`src/rtl/lsu_pkg.sv`:
```
// Shared encodings, FSM state type and access-legality helper for the load/store unit.
package lsu_pkg;

  localparam logic [1:0] SZ_BYTE = 2'd0;
  localparam logic [1:0] SZ_HALF = 2'd1;
  localparam logic [1:0] SZ_WORD = 2'd2;

  typedef enum logic [1:0] {IDLE, READ, WRITE, RESP} lsu_state_t;

  // True when the access must be rejected without touching memory.
  function automatic logic access_error(input logic [1:0]  size,
                                        input logic [31:0] addr,
                                        input logic [31:0] limit);
    logic misaligned;
    misaligned = (size == SZ_HALF && addr[0]) ||
                 (size == SZ_WORD && addr[1:0] != 2'b00);
    return misaligned || (size == 2'd3) || (addr >= limit);
  endfunction

endpackage

```
`src/rtl/load_store_unit_if.sv`:
```
// Execute-stage request/response channel and the word-wide data-memory bus.
interface lsu_req_if;
  logic        req_valid;
  logic        req_ready;
  logic        req_is_store;
  logic [1:0]  req_size;
  logic        req_unsigned;
  logic [31:0] req_addr;
  logic [31:0] req_wdata;
  logic        resp_valid;
  logic [31:0] resp_rdata;
  logic        resp_err;

  modport master (output req_valid, req_is_store, req_size, req_unsigned, req_addr, req_wdata,
                  input  req_ready, resp_valid, resp_rdata, resp_err);
  modport slave  (input  req_valid, req_is_store, req_size, req_unsigned, req_addr, req_wdata,
                  output req_ready, resp_valid, resp_rdata, resp_err);
endinterface

interface lsu_mem_if;
  logic        mem_read_flag;
  logic        mem_write_flag;
  logic [31:0] mem_addr;
  logic [31:0] mem_wdata;
  logic [31:0] mem_rdata;

  modport master (output mem_read_flag, mem_write_flag, mem_addr, mem_wdata,
                  input  mem_rdata);
  modport slave  (input  mem_read_flag, mem_write_flag, mem_addr, mem_wdata,
                  output mem_rdata);
endinterface

```
`src/rtl/lsu_align.sv`:
```
// Little-endian lane extraction with sign/zero extension, and sub-word store merge.
module lsu_align
  import lsu_pkg::*;
(
  input  logic [1:0]  size,
  input  logic [1:0]  addr_lo,
  input  logic        is_unsigned,
  input  logic [31:0] rword,
  input  logic [31:0] wdata,
  output logic [31:0] load_data,
  output logic [31:0] merged
);

  logic [7:0]  byte_val;
  logic [15:0] half_val;

  assign byte_val = rword[{addr_lo, 3'b000} +: 8];
  assign half_val = addr_lo[1] ? rword[31:16] : rword[15:0];

  always_comb begin
    // NOTE: every output gets a default before the case so no path leaves it unassigned (no latch).
    load_data = rword;
    merged    = rword;
    case (size)
      SZ_BYTE: begin
        load_data = {{24{~is_unsigned & byte_val[7]}}, byte_val};
        merged[{addr_lo, 3'b000} +: 8] = wdata[7:0];
      end
      SZ_HALF: begin
        load_data = {{16{~is_unsigned & half_val[15]}}, half_val};
        merged[{addr_lo[1], 4'b0000} +: 16] = wdata[15:0];
      end
      default: merged = wdata;
    endcase
  end

endmodule

```
`src/rtl/load_store_unit.sv`:
```
// Single-outstanding load/store initiator: READ/WRITE strobes, read-modify-write for sub-word stores.
module load_store_unit
  import lsu_pkg::*;
#(
  parameter int MEM_WORDS = 32
) (
  input  logic      clk,
  input  logic      rst,
  lsu_req_if.slave  req,
  lsu_mem_if.master mem
);

  localparam logic [31:0] MEM_BYTES = 32'(MEM_WORDS * 4);

  lsu_state_t  state;
  logic        is_store_q;
  logic [1:0]  size_q;
  logic        unsigned_q;
  logic [1:0]  addr_lo_q;
  logic [31:0] wdata_q;

  logic        resp_valid_r, resp_err_r, read_flag_r, write_flag_r;
  logic [31:0] resp_rdata_r, mem_addr_r, mem_wdata_r;
  logic [31:0] load_data, merged;

  lsu_align u_align (
    .size        (size_q),
    .addr_lo     (addr_lo_q),
    .is_unsigned (unsigned_q),
    .rword       (mem.mem_rdata),
    .wdata       (wdata_q),
    .load_data   (load_data),
    .merged      (merged)
  );

  always_ff @(posedge clk or posedge rst) begin
    // NOTE: sequential state uses non-blocking assignments so every register samples pre-edge values.
    if (rst) begin
      state        <= IDLE;
      is_store_q   <= 1'b0;
      size_q       <= 2'd0;
      unsigned_q   <= 1'b0;
      addr_lo_q    <= 2'd0;
      wdata_q      <= '0;
      resp_valid_r <= 1'b0;
      resp_err_r   <= 1'b0;
      resp_rdata_r <= '0;
      read_flag_r  <= 1'b0;
      write_flag_r <= 1'b0;
      mem_addr_r   <= '0;
      mem_wdata_r  <= '0;
    end else begin
      case (state)
        IDLE: if (req.req_valid) begin
          is_store_q   <= req.req_is_store;
          size_q       <= req.req_size;
          unsigned_q   <= req.req_unsigned;
          addr_lo_q    <= req.req_addr[1:0];
          wdata_q      <= req.req_wdata;
          mem_addr_r   <= {req.req_addr[31:2], 2'b00};
          resp_rdata_r <= '0;
          if (access_error(req.req_size, req.req_addr, MEM_BYTES)) begin
            state        <= RESP;
            resp_valid_r <= 1'b1;
            resp_err_r   <= 1'b1;
          end else if (req.req_is_store && req.req_size == SZ_WORD) begin
            state        <= WRITE;
            write_flag_r <= 1'b1;
            mem_wdata_r  <= req.req_wdata;
          end else begin
            state       <= READ;
            read_flag_r <= 1'b1;
          end
        end
        READ: begin
          read_flag_r <= 1'b0;
          if (is_store_q) begin
            state        <= WRITE;
            write_flag_r <= 1'b1;
            mem_wdata_r  <= merged;
          end else begin
            state        <= RESP;
            resp_valid_r <= 1'b1;
            resp_rdata_r <= load_data;
          end
        end
        WRITE: begin
          write_flag_r <= 1'b0;
          state        <= RESP;
          resp_valid_r <= 1'b1;
        end
        default: begin
          state        <= IDLE;
          resp_valid_r <= 1'b0;
          resp_err_r   <= 1'b0;
          resp_rdata_r <= '0;
        end
      endcase
    end
  end

  assign req.req_ready      = (state == IDLE);
  assign req.resp_valid     = resp_valid_r;
  assign req.resp_err       = resp_err_r;
  assign req.resp_rdata     = resp_rdata_r;
  assign mem.mem_read_flag  = read_flag_r;
  assign mem.mem_write_flag = write_flag_r;
  assign mem.mem_addr       = mem_addr_r;
  assign mem.mem_wdata      = mem_wdata_r;

endmodule

```
`src/flat_wrapper.sv`:
```
// flat-port wrapper written by rule: the top's interface ports become plain ports
module load_store_unit_flat import lsu_pkg::*;
#(
  parameter int MEM_WORDS = 32
)
  (clk, rst, req_req_valid, req_req_is_store, req_req_size, req_req_unsigned, req_req_addr, req_req_wdata, req_req_ready, req_resp_valid, req_resp_rdata, req_resp_err, mem_mem_read_flag, mem_mem_write_flag, mem_mem_addr, mem_mem_wdata, mem_mem_rdata);
  lsu_req_if req_i ();
  lsu_mem_if mem_i ();
  input  logic clk;
  input  logic rst;
  input wire logic [$bits(req_i.req_valid)-1:0] req_req_valid;
  input wire logic [$bits(req_i.req_is_store)-1:0] req_req_is_store;
  input wire logic [$bits(req_i.req_size)-1:0] req_req_size;
  input wire logic [$bits(req_i.req_unsigned)-1:0] req_req_unsigned;
  input wire logic [$bits(req_i.req_addr)-1:0] req_req_addr;
  input wire logic [$bits(req_i.req_wdata)-1:0] req_req_wdata;
  output wire logic [$bits(req_i.req_ready)-1:0] req_req_ready;
  output wire logic [$bits(req_i.resp_valid)-1:0] req_resp_valid;
  output wire logic [$bits(req_i.resp_rdata)-1:0] req_resp_rdata;
  output wire logic [$bits(req_i.resp_err)-1:0] req_resp_err;
  output wire logic [$bits(mem_i.mem_read_flag)-1:0] mem_mem_read_flag;
  output wire logic [$bits(mem_i.mem_write_flag)-1:0] mem_mem_write_flag;
  output wire logic [$bits(mem_i.mem_addr)-1:0] mem_mem_addr;
  output wire logic [$bits(mem_i.mem_wdata)-1:0] mem_mem_wdata;
  input wire logic [$bits(mem_i.mem_rdata)-1:0] mem_mem_rdata;
  assign req_i.req_valid = req_req_valid;
  assign req_i.req_is_store = req_req_is_store;
  assign req_i.req_size = req_req_size;
  assign req_i.req_unsigned = req_req_unsigned;
  assign req_i.req_addr = req_req_addr;
  assign req_i.req_wdata = req_req_wdata;
  assign req_req_ready = req_i.req_ready;
  assign req_resp_valid = req_i.resp_valid;
  assign req_resp_rdata = req_i.resp_rdata;
  assign req_resp_err = req_i.resp_err;
  assign mem_mem_read_flag = mem_i.mem_read_flag;
  assign mem_mem_write_flag = mem_i.mem_write_flag;
  assign mem_mem_addr = mem_i.mem_addr;
  assign mem_mem_wdata = mem_i.mem_wdata;
  assign mem_i.mem_rdata = mem_mem_rdata;
  load_store_unit #(.MEM_WORDS(MEM_WORDS)) u_core (.clk(clk), .rst(rst), .req(req_i), .mem(mem_i));
endmodule
```
`config.mk`:
```
export PLATFORM = sky130hd
export DESIGN_NAME = load_store_unit_flat
export DESIGN_NICKNAME = d
export VERILOG_FILES = /design/src/rtl/lsu_pkg.sv /design/src/rtl/load_store_unit_if.sv /design/src/rtl/lsu_align.sv /design/src/rtl/load_store_unit.sv /design/src/flat_wrapper.sv
export SDC_FILE = /design/constraint.sdc
export NUM_CORES = 1
export LEC_CHECK = 0
export CAP_MARGIN = 20
export CORE_UTILIZATION = 44
export CTS_BUF_LIST = sky130_fd_sc_hd__clkbuf_4 sky130_fd_sc_hd__clkbuf_8 sky130_fd_sc_hd__clkbuf_16
export CTS_CLUSTER_DIAMETER = 80
export CTS_CLUSTER_SIZE = 20
export DETAILED_ROUTE_END_ITERATION = 10
export PLACE_DENSITY = 0.89
export SETUP_SLACK_MARGIN = 0.02
export SYNTH_ARGS = -nofsm -noshare
export SYNTH_HDL_FRONTEND = slang
export SYNTH_SLANG_ARGS = --single-unit
export TNS_END_PERCENT = 30
```
`constraint.sdc`:
```
create_clock -name clk -period 4.6 [get_ports clk]
set_input_delay 0.92 -clock clk [delete_from_list [all_inputs] [get_ports clk]]
set_output_delay 0.92 -clock clk [all_outputs]
set_load 0.02 [all_outputs]
```
## Word-level counts from Yosys, hierarchy flattened

Cells that the tools add are included.

- Add/subtract/negate cells: 2
- Order comparisons: 1
- Equality and inequality tests: 13
- Shift operators: 5
- Multiplexer cells: 32
- Bitwise logic cells: 5
- Reduce and logical (&&, ||, !) cells: 19

Operators with widths:

| operator | count |
|---|---|
| two-way mux 32 bit | 6 |
| one-hot mux 32 bit (2 select lines) | 3 |
| one-hot mux 32 bit (3 select lines) | 1 |
| bitwise mux 32 bit | 2 |
| >= comparator 32 x 8 -> 1 bit (second input constant) | 1 |
| variable shift 16 x 7 -> 32 bit (first input constant) | 1 |
| variable shift 8 x 7 -> 32 bit (first input constant) | 1 |
| variable part select 16 x 7 -> 32 bit | 1 |
| variable part select 32 x 6 -> 8 bit | 1 |
| variable part select 8 x 7 -> 32 bit | 1 |
| two-way mux 16 bit | 1 |
| negation 5 -> 7 bit | 2 |
| two-way mux 1 bit | 11 |
| AND reduction 5 bit | 2 |
| AND reduction 3 bit | 3 |
| != test 2 bit (second input constant) | 4 |
| == test 2 x 1 -> 1 bit (second input constant) | 3 |
| == test 2 bit (second input constant) | 3 |
| two-way mux 2 bit | 3 |
| != test 2 x 1 -> 1 bit (second input constant) | 3 |
| one-hot mux 1 bit (3 select lines) | 2 |
| one-hot mux 2 bit (3 select lines) | 1 |
| logical NOT 2 bit | 2 |
| one-hot mux 1 bit (2 select lines) | 2 |
| 9 further kinds | 17 |

- Flip-flop bits (word level): 138
- Input port bits: 103
- Output and inout bits: 101
- Word-level logic and storage cells: 90

## Longest topological paths before layout

- Word-level depth: 8
- Depth in mapped cells: 10

## Hierarchy

A second synthesis with hierarchy kept.

- Cell total of the unflattened synthesis: 716
- Area, all modules: 7970.1 um^2

Modules (own cells, without submodules):

| module | times used | cells an instance | area an instance (um^2) |
|---|---|---|---|
| load_store_unit | 1 | 448 | 6005.8 |
| lsu_align | 1 | 268 | 1964.4 |

## Worst setup path before layout

No wires, ideal clock.

- Kind: input -> register
- From: input port req_req_addr[22]
- To: register u_core.mem_wdata_r[24] (netlist: u_core.mem.mem_wdata[24])
- Setup time: 0.128 ns
- Arrival time: 2.348 ns
- Path slack: 2.125 ns
- Stages: 6
- Buffers on the path: 1
- Cell sequence: nor4_2 > nand4_1 > nor3_4 > a41oi_4 > buf_6 > mux2_1

- Cells in the longest elaborated chain, start to end: 4

RTL lines:

| item | RTL line | source |
|---|---|---|
| start: declaration | flat_wrapper.sv:15 | `input wire logic [$bits(req_i.req_addr)-1:0] req_req_addr;` |
| >= comparator 32 x 8 -> 1 bit | lsu_pkg.sv:17 | `return misaligned \|\| (size == 2'd3) \|\| (addr >= limit);` |
| logical OR 1 bit | lsu_pkg.sv:17 |  |
| != test 2 bit (no line) | -- |  |
| AND reduction 5 bit (no line) | -- |  |
| end signal: assignment | load_store_unit.sv:69 | `mem_wdata_r <= req.req_wdata;` |
| end signal: assignment | load_store_unit.sv:80 | `mem_wdata_r <= merged;` |
| end: declaration | load_store_unit.sv:23 | `logic [31:0] resp_rdata_r, mem_addr_r, mem_wdata_r;` |

No other way between the ends.
A chain may end at the register's enable or synchronous reset.

## Worst setup path in the final report

- From: register u_core.addr_lo_q[1]
- To: register u_core.mem_wdata_r[1] (netlist: u_core.mem.mem_wdata[1])

- Cells in the longest elaborated chain, start to end: 6
- Elaborated cells between the ends (all ways): 11
- Those cells by class: 2 x add/sub; 4 x shift; 5 x mux

RTL lines:

| item | RTL line | source |
|---|---|---|
| start: declaration | load_store_unit.sv:19 | `logic [1:0] addr_lo_q;` |
| start signal: assignment | load_store_unit.sv:58 | `addr_lo_q <= req.req_addr[1:0];` |
| negation 5 -> 7 bit, on equally long branches | lsu_align.sv:31, lsu_align.sv:27 |  |
| variable part select 16 x 7 -> 32 bit (tied with other cells) | lsu_align.sv:31 | `merged[{addr_lo[1], 4'b0000} +: 16] = wdata[15:0];` |
| bitwise mux 32 bit, on equally long branches | lsu_align.sv:31, lsu_align.sv:27 |  |
| one-hot mux 32 bit (2 select lines) * | lsu_align.sv:24 | `case (size)` |
| two-way mux 32 bit * | load_store_unit.sv:77 | `if (is_store_q) begin` |
| one-hot mux 32 bit (2 select lines) * | load_store_unit.sv:53 | `case (state)` |

Mark *: on every way between the ends. The rest lies on a longest branch, timed or not. The select of a mux whose other input is x is not followed.

==> summary.md <==
| Metric | Value |
|---|---|
| Pwr Density | `744 mW/mm2` |
| Clock Power Share | `19.4%` |
| Worst Tran Pin Value | `1.19 ns` |
| Slew HR | `20.1%` |
| Die X | `129 um` |
| Max Fclk | `325 MHz` |
| Pwr Total | `7.30 mW` |
| Starting Density | `45.8%` |
| First-pass GRT wire length | `32,300 um` |
| Initial DRT Pass Iterations | `5` |
| Min Hold Slack | `0.477 ns` |
| Vias in the first global route | `6,050` |
| Nets | `909` |
| Site row count | `45` |
| Post-synthesis area per instance | `11.6 um2` |
| Die ar. | `0.0166 mm2` |
| Critical Path Fanout Max | `23` |
| Core area | `0.0154 mm2` |
| R2r setup slk | `1.52 ns` |
| Syn Inst Count | `610` |
| Synth Warn # | `0` |
| Worst Hold Endpoint | `u_core.req.resp_rdata[2]` |
| Fill cells | `1,192` |
| Total gr overflow | `0` |
| Final setup fails | `0` |
| Outcome | `complete, no violations` |
| Net Sw Frac | `38.6%` |
| Total CTS buffers | `17` |
| Layout Utilization | `63.6%` |
| Initial antenna violation count | `0` |
| Critical register-to-register path startpoint | `u_core.addr_lo_q[1]` |
| VDD IR-drop max | `485 uV` |
| CTS Hold Bufs | `0` |
| Fin cells | `1,020` |
| Largest net degree at the start of global routing | `103` |
| Die H | `129 um` |
| IO Port Bufs | `201` |
| RSZ-0062 raised after global routing | `no` |
| CTS root buf | `clkbuf_16` |
| Flop pwr share | `31.3%` |
| H-tree levels | `4` |
| Vias | `5,877` |
| Synthesized cell area | `0.00706 mm2` |
| Internal power | `4.49 mW` |
| #FFs+latches synth | `138` |
| Total leakage power | `4.09 nW` |
| R2r worst-path depth | `7` |
| Maxcap violations | `0` |
| DRT Wirelength | `20,700 um` |
| Worst Skew | `0.00593 ns` |
| Comb pwr share | `49.3%` |
| Cts repair resizes | `0` |
| Worst Setup Path Type | `flop to flop` |
| HP Class | `flop to flop` |
| Number of diodes | `0` |
| Worst R2R End | `u_core.mem.mem_wdata[1]` |
| DP Area | `0.00921 mm2` |
| HP Start | `u_core.req.resp_rdata[2]` |
| Number of synthesized flops with an enable pin | `0` |
| Switching power | `2.82 mW` |
| Syn-to-layout area delta | `39.0%` |
| Dpl hpwl | `15,100 um` |
| Iteration-0 DRC Markers | `455` |
| Insertion delay to the later sink of the worst-skew pair | `0.42 ns` |
| Setup WS pre-CTS | `1.27 ns` |
| Placed cell count | `989` |
| Hold Fails Final Rpt | `0` |
| Clock Sinks | `138` |
| CTS tree | `done` |
| Critical Path RT | `4.96 ns` |
| DRC | `0` |
| Setup WS post-layout | `1.52 ns` |
| Crit end category | `flop` |
| Post-route setup TNS | `0 ns` |
| Share of cells above drive strength 1 | `19.0%` |
| GRT Overall Usage | `26.3%` |
| Slew Limit Fails | `0` |
| CP startpoint | `u_core.addr_lo_q[1]` |
| GP Congestion | `0.889` |
| Crit share post-route | `66.9%` |
| Startpoint types | `flop` |
| Async set-reset flop share out of synthesis | `100%` |
| DR vias/cell | `5.76` |
| Min cycle time layout | `3.08 ns` |
| Count of cell types in the netlist | `60` |
| Ports | `204` |
| Clk slew on worst S/H paths | `0.06 ns` |
| Seq/Total Area, Yosys | `48.9%` |
| Worst hold path cell count | `2` |
| Synth Flop Type | `dfrtp_1` |
| WL per Instance | `20.3 um` |
| DRT antenna net count | `0` |
| Crit path arrival time | `3.44 ns` |
| Fin area | `0.00982 mm2` |
| Deepest clock path buffer count | `2` |
| Post-CTS setup buffers | `0` |
## how the worst max path moves through the flow
stage,endpoint,slack (ns),depth (start not counted)
after global placement,u_core.mem.mem_wdata[28],1.34,7
after global routing,u_core.mem.mem_wdata[7],1.34,7
after detailed placement,u_core.mem.mem_wdata[10],1.27,7
final,u_core.mem.mem_wdata[1],1.52,7
after CTS,u_core.mem.mem_wdata[1],1.57,7
after floorplan,u_core.addr_lo_q[0],1.96,1
## cell type report
| cell class | count | area, um2 | share of cell area (%) |
|---|---|---|---|
| Timing Repair Buffer | 208 | 2080 | 21.2 |
| Clock buffer | 21 | 455 | 4.64 |
| Inverter | 10 | 41.3 | 0.420 |
| Sequential cell | 138 | 3450 | 35.2 |
| Clock inverter | 10 | 150 | 1.53 |
| Tap cell | 211 | 264 | 2.69 |
| Multi-Input combinational cell | 422 | 3380 | 34.4 |
## placed cells by master, fill, tap and decap left out, types with 2 or more instances in the layout
cell / n
bufinv_16: 4
a31oi_1: 8
ha_1: 8
conb_1: 2
or3_1: 2
inv_1: 8
clkdlybuf4s50_1: 201
a21oi_1: 10
nor4_1: 2
dfrtp_1: 138
a221o_1: 18
nor2_1: 49
nor3b_1: 6
nand2b_1: 6
a211o_1: 2
a211oi_1: 7
clkinv_2: 6
nand3_1: 4
mux2_2: 74
a221oi_1: 15
a22oi_1: 13
mux4_2: 6
o221ai_1: 5
nor2b_1: 4
nand2_1: 68
a41oi_1: 9
mux2_1: 12
clkbuf_4: 4
mux2i_1: 5
clkbuf_16: 17
mux2_4: 18
nor3_1: 6
nand3b_1: 8
buf_4: 6
a21o_1: 2
o21ai_0: 23
nor4_2: 5
## worst max-delay path, stage by stage (launching register included)
cell and delay [ns]:
dfrtp_1 0.89, inv_1 0.25, ha_1 0.39, or4b_1 0.53
o211ai_2 0.36, a22oi_1 0.17, a21oi_1 0.23, mux2_4 0.18
## cell families (layout without fill, tap and decap cells)
| logic type | Yosys count | count (layout) | share of synthesized area (%) |
|---|---|---|---|
| fa+ha+maj | 9 | 9 | 1.59 |
| buf+inv | 51 | 249 | 3.42 |
| other cells | 1 | 2 | 0.0531 |
| mux | 115 | 115 | 20.2 |
| compound gates | 123 | 123 | 13.4 |
| flops | 138 | 138 | 48.9 |
| simple gates | 173 | 173 | 12.5 |
## power by group through the flow
stage | combinational [mW] | clock (mW) | sequential (mW)
floorplan | 1.88 | 0 | 2.60
global placement | 3.51 | 0 | 2.27
detailed placement | 3.59 | 0 | 2.29
CTS | 3.61 | 1.43 | 2.28
global route | 3.86 | 1.49 | 2.35
finish | 3.60 | 1.42 | 2.28
## state kept, by name (all words and copies together) (netlist names)
register / flops
u_core.mem.mem_addr: 30
u_core.mem.mem_wdata: 32
u_core.mem.mem_write_flag: 1
u_core.req.resp_err: 1
u_core.size_q: 2
u_core.state: 2
u_core.is_store_q: 1
u_core.req.resp_rdata: 32
u_core.wdata_q: 32
u_core.unsigned_q: 1
u_core.addr_lo_q: 2
u_core.mem.mem_read_flag: 1
u_core.req.resp_valid: 1
## Yosys cell counts, types with 4 or more instances
cell,n,area share [%]
dfrtp_1,138,49
mux2_2,74,12
nand2_1,69,3.7
nor2_1,49,2.6
clkbuf_1,25,1.3
o21ai_0,23,1.6
a221o_1,18,2.6
mux2_4,18,3.8
a221oi_1,15,1.9
a22oi_1,13,1.4
mux2_1,12,1.9
a21oi_1,10,0.71
a41oi_1,9,1.1
ha_1,9,1.6
inv_1,9,0.48
a31oi_1,8,0.71
nand3b_1,8,0.85
a211oi_1,7,0.74
buf_2,7,0.50
mux4_2,6,1.9
nand2b_1,6,0.53
nor3_1,6,0.43
nor3b_1,6,0.64
mux2i_1,5,0.71
nor4_2,5,0.89
o221ai_1,5,0.62
buf_6,4,0.64
nand3_1,4,0.28
nor2b_1,4,0.35
## metal layers
metal  vias up  track usage (%)  part of all wire [%]
li1       2634                -                     -
met1      2845             30.6                    38
met2       339             42.8                    48
met3        59             9.52                    11
met4         0             13.4                   3.3
met5         -                0                     0
No activity file was read; power rests on OpenSTA's default activity.
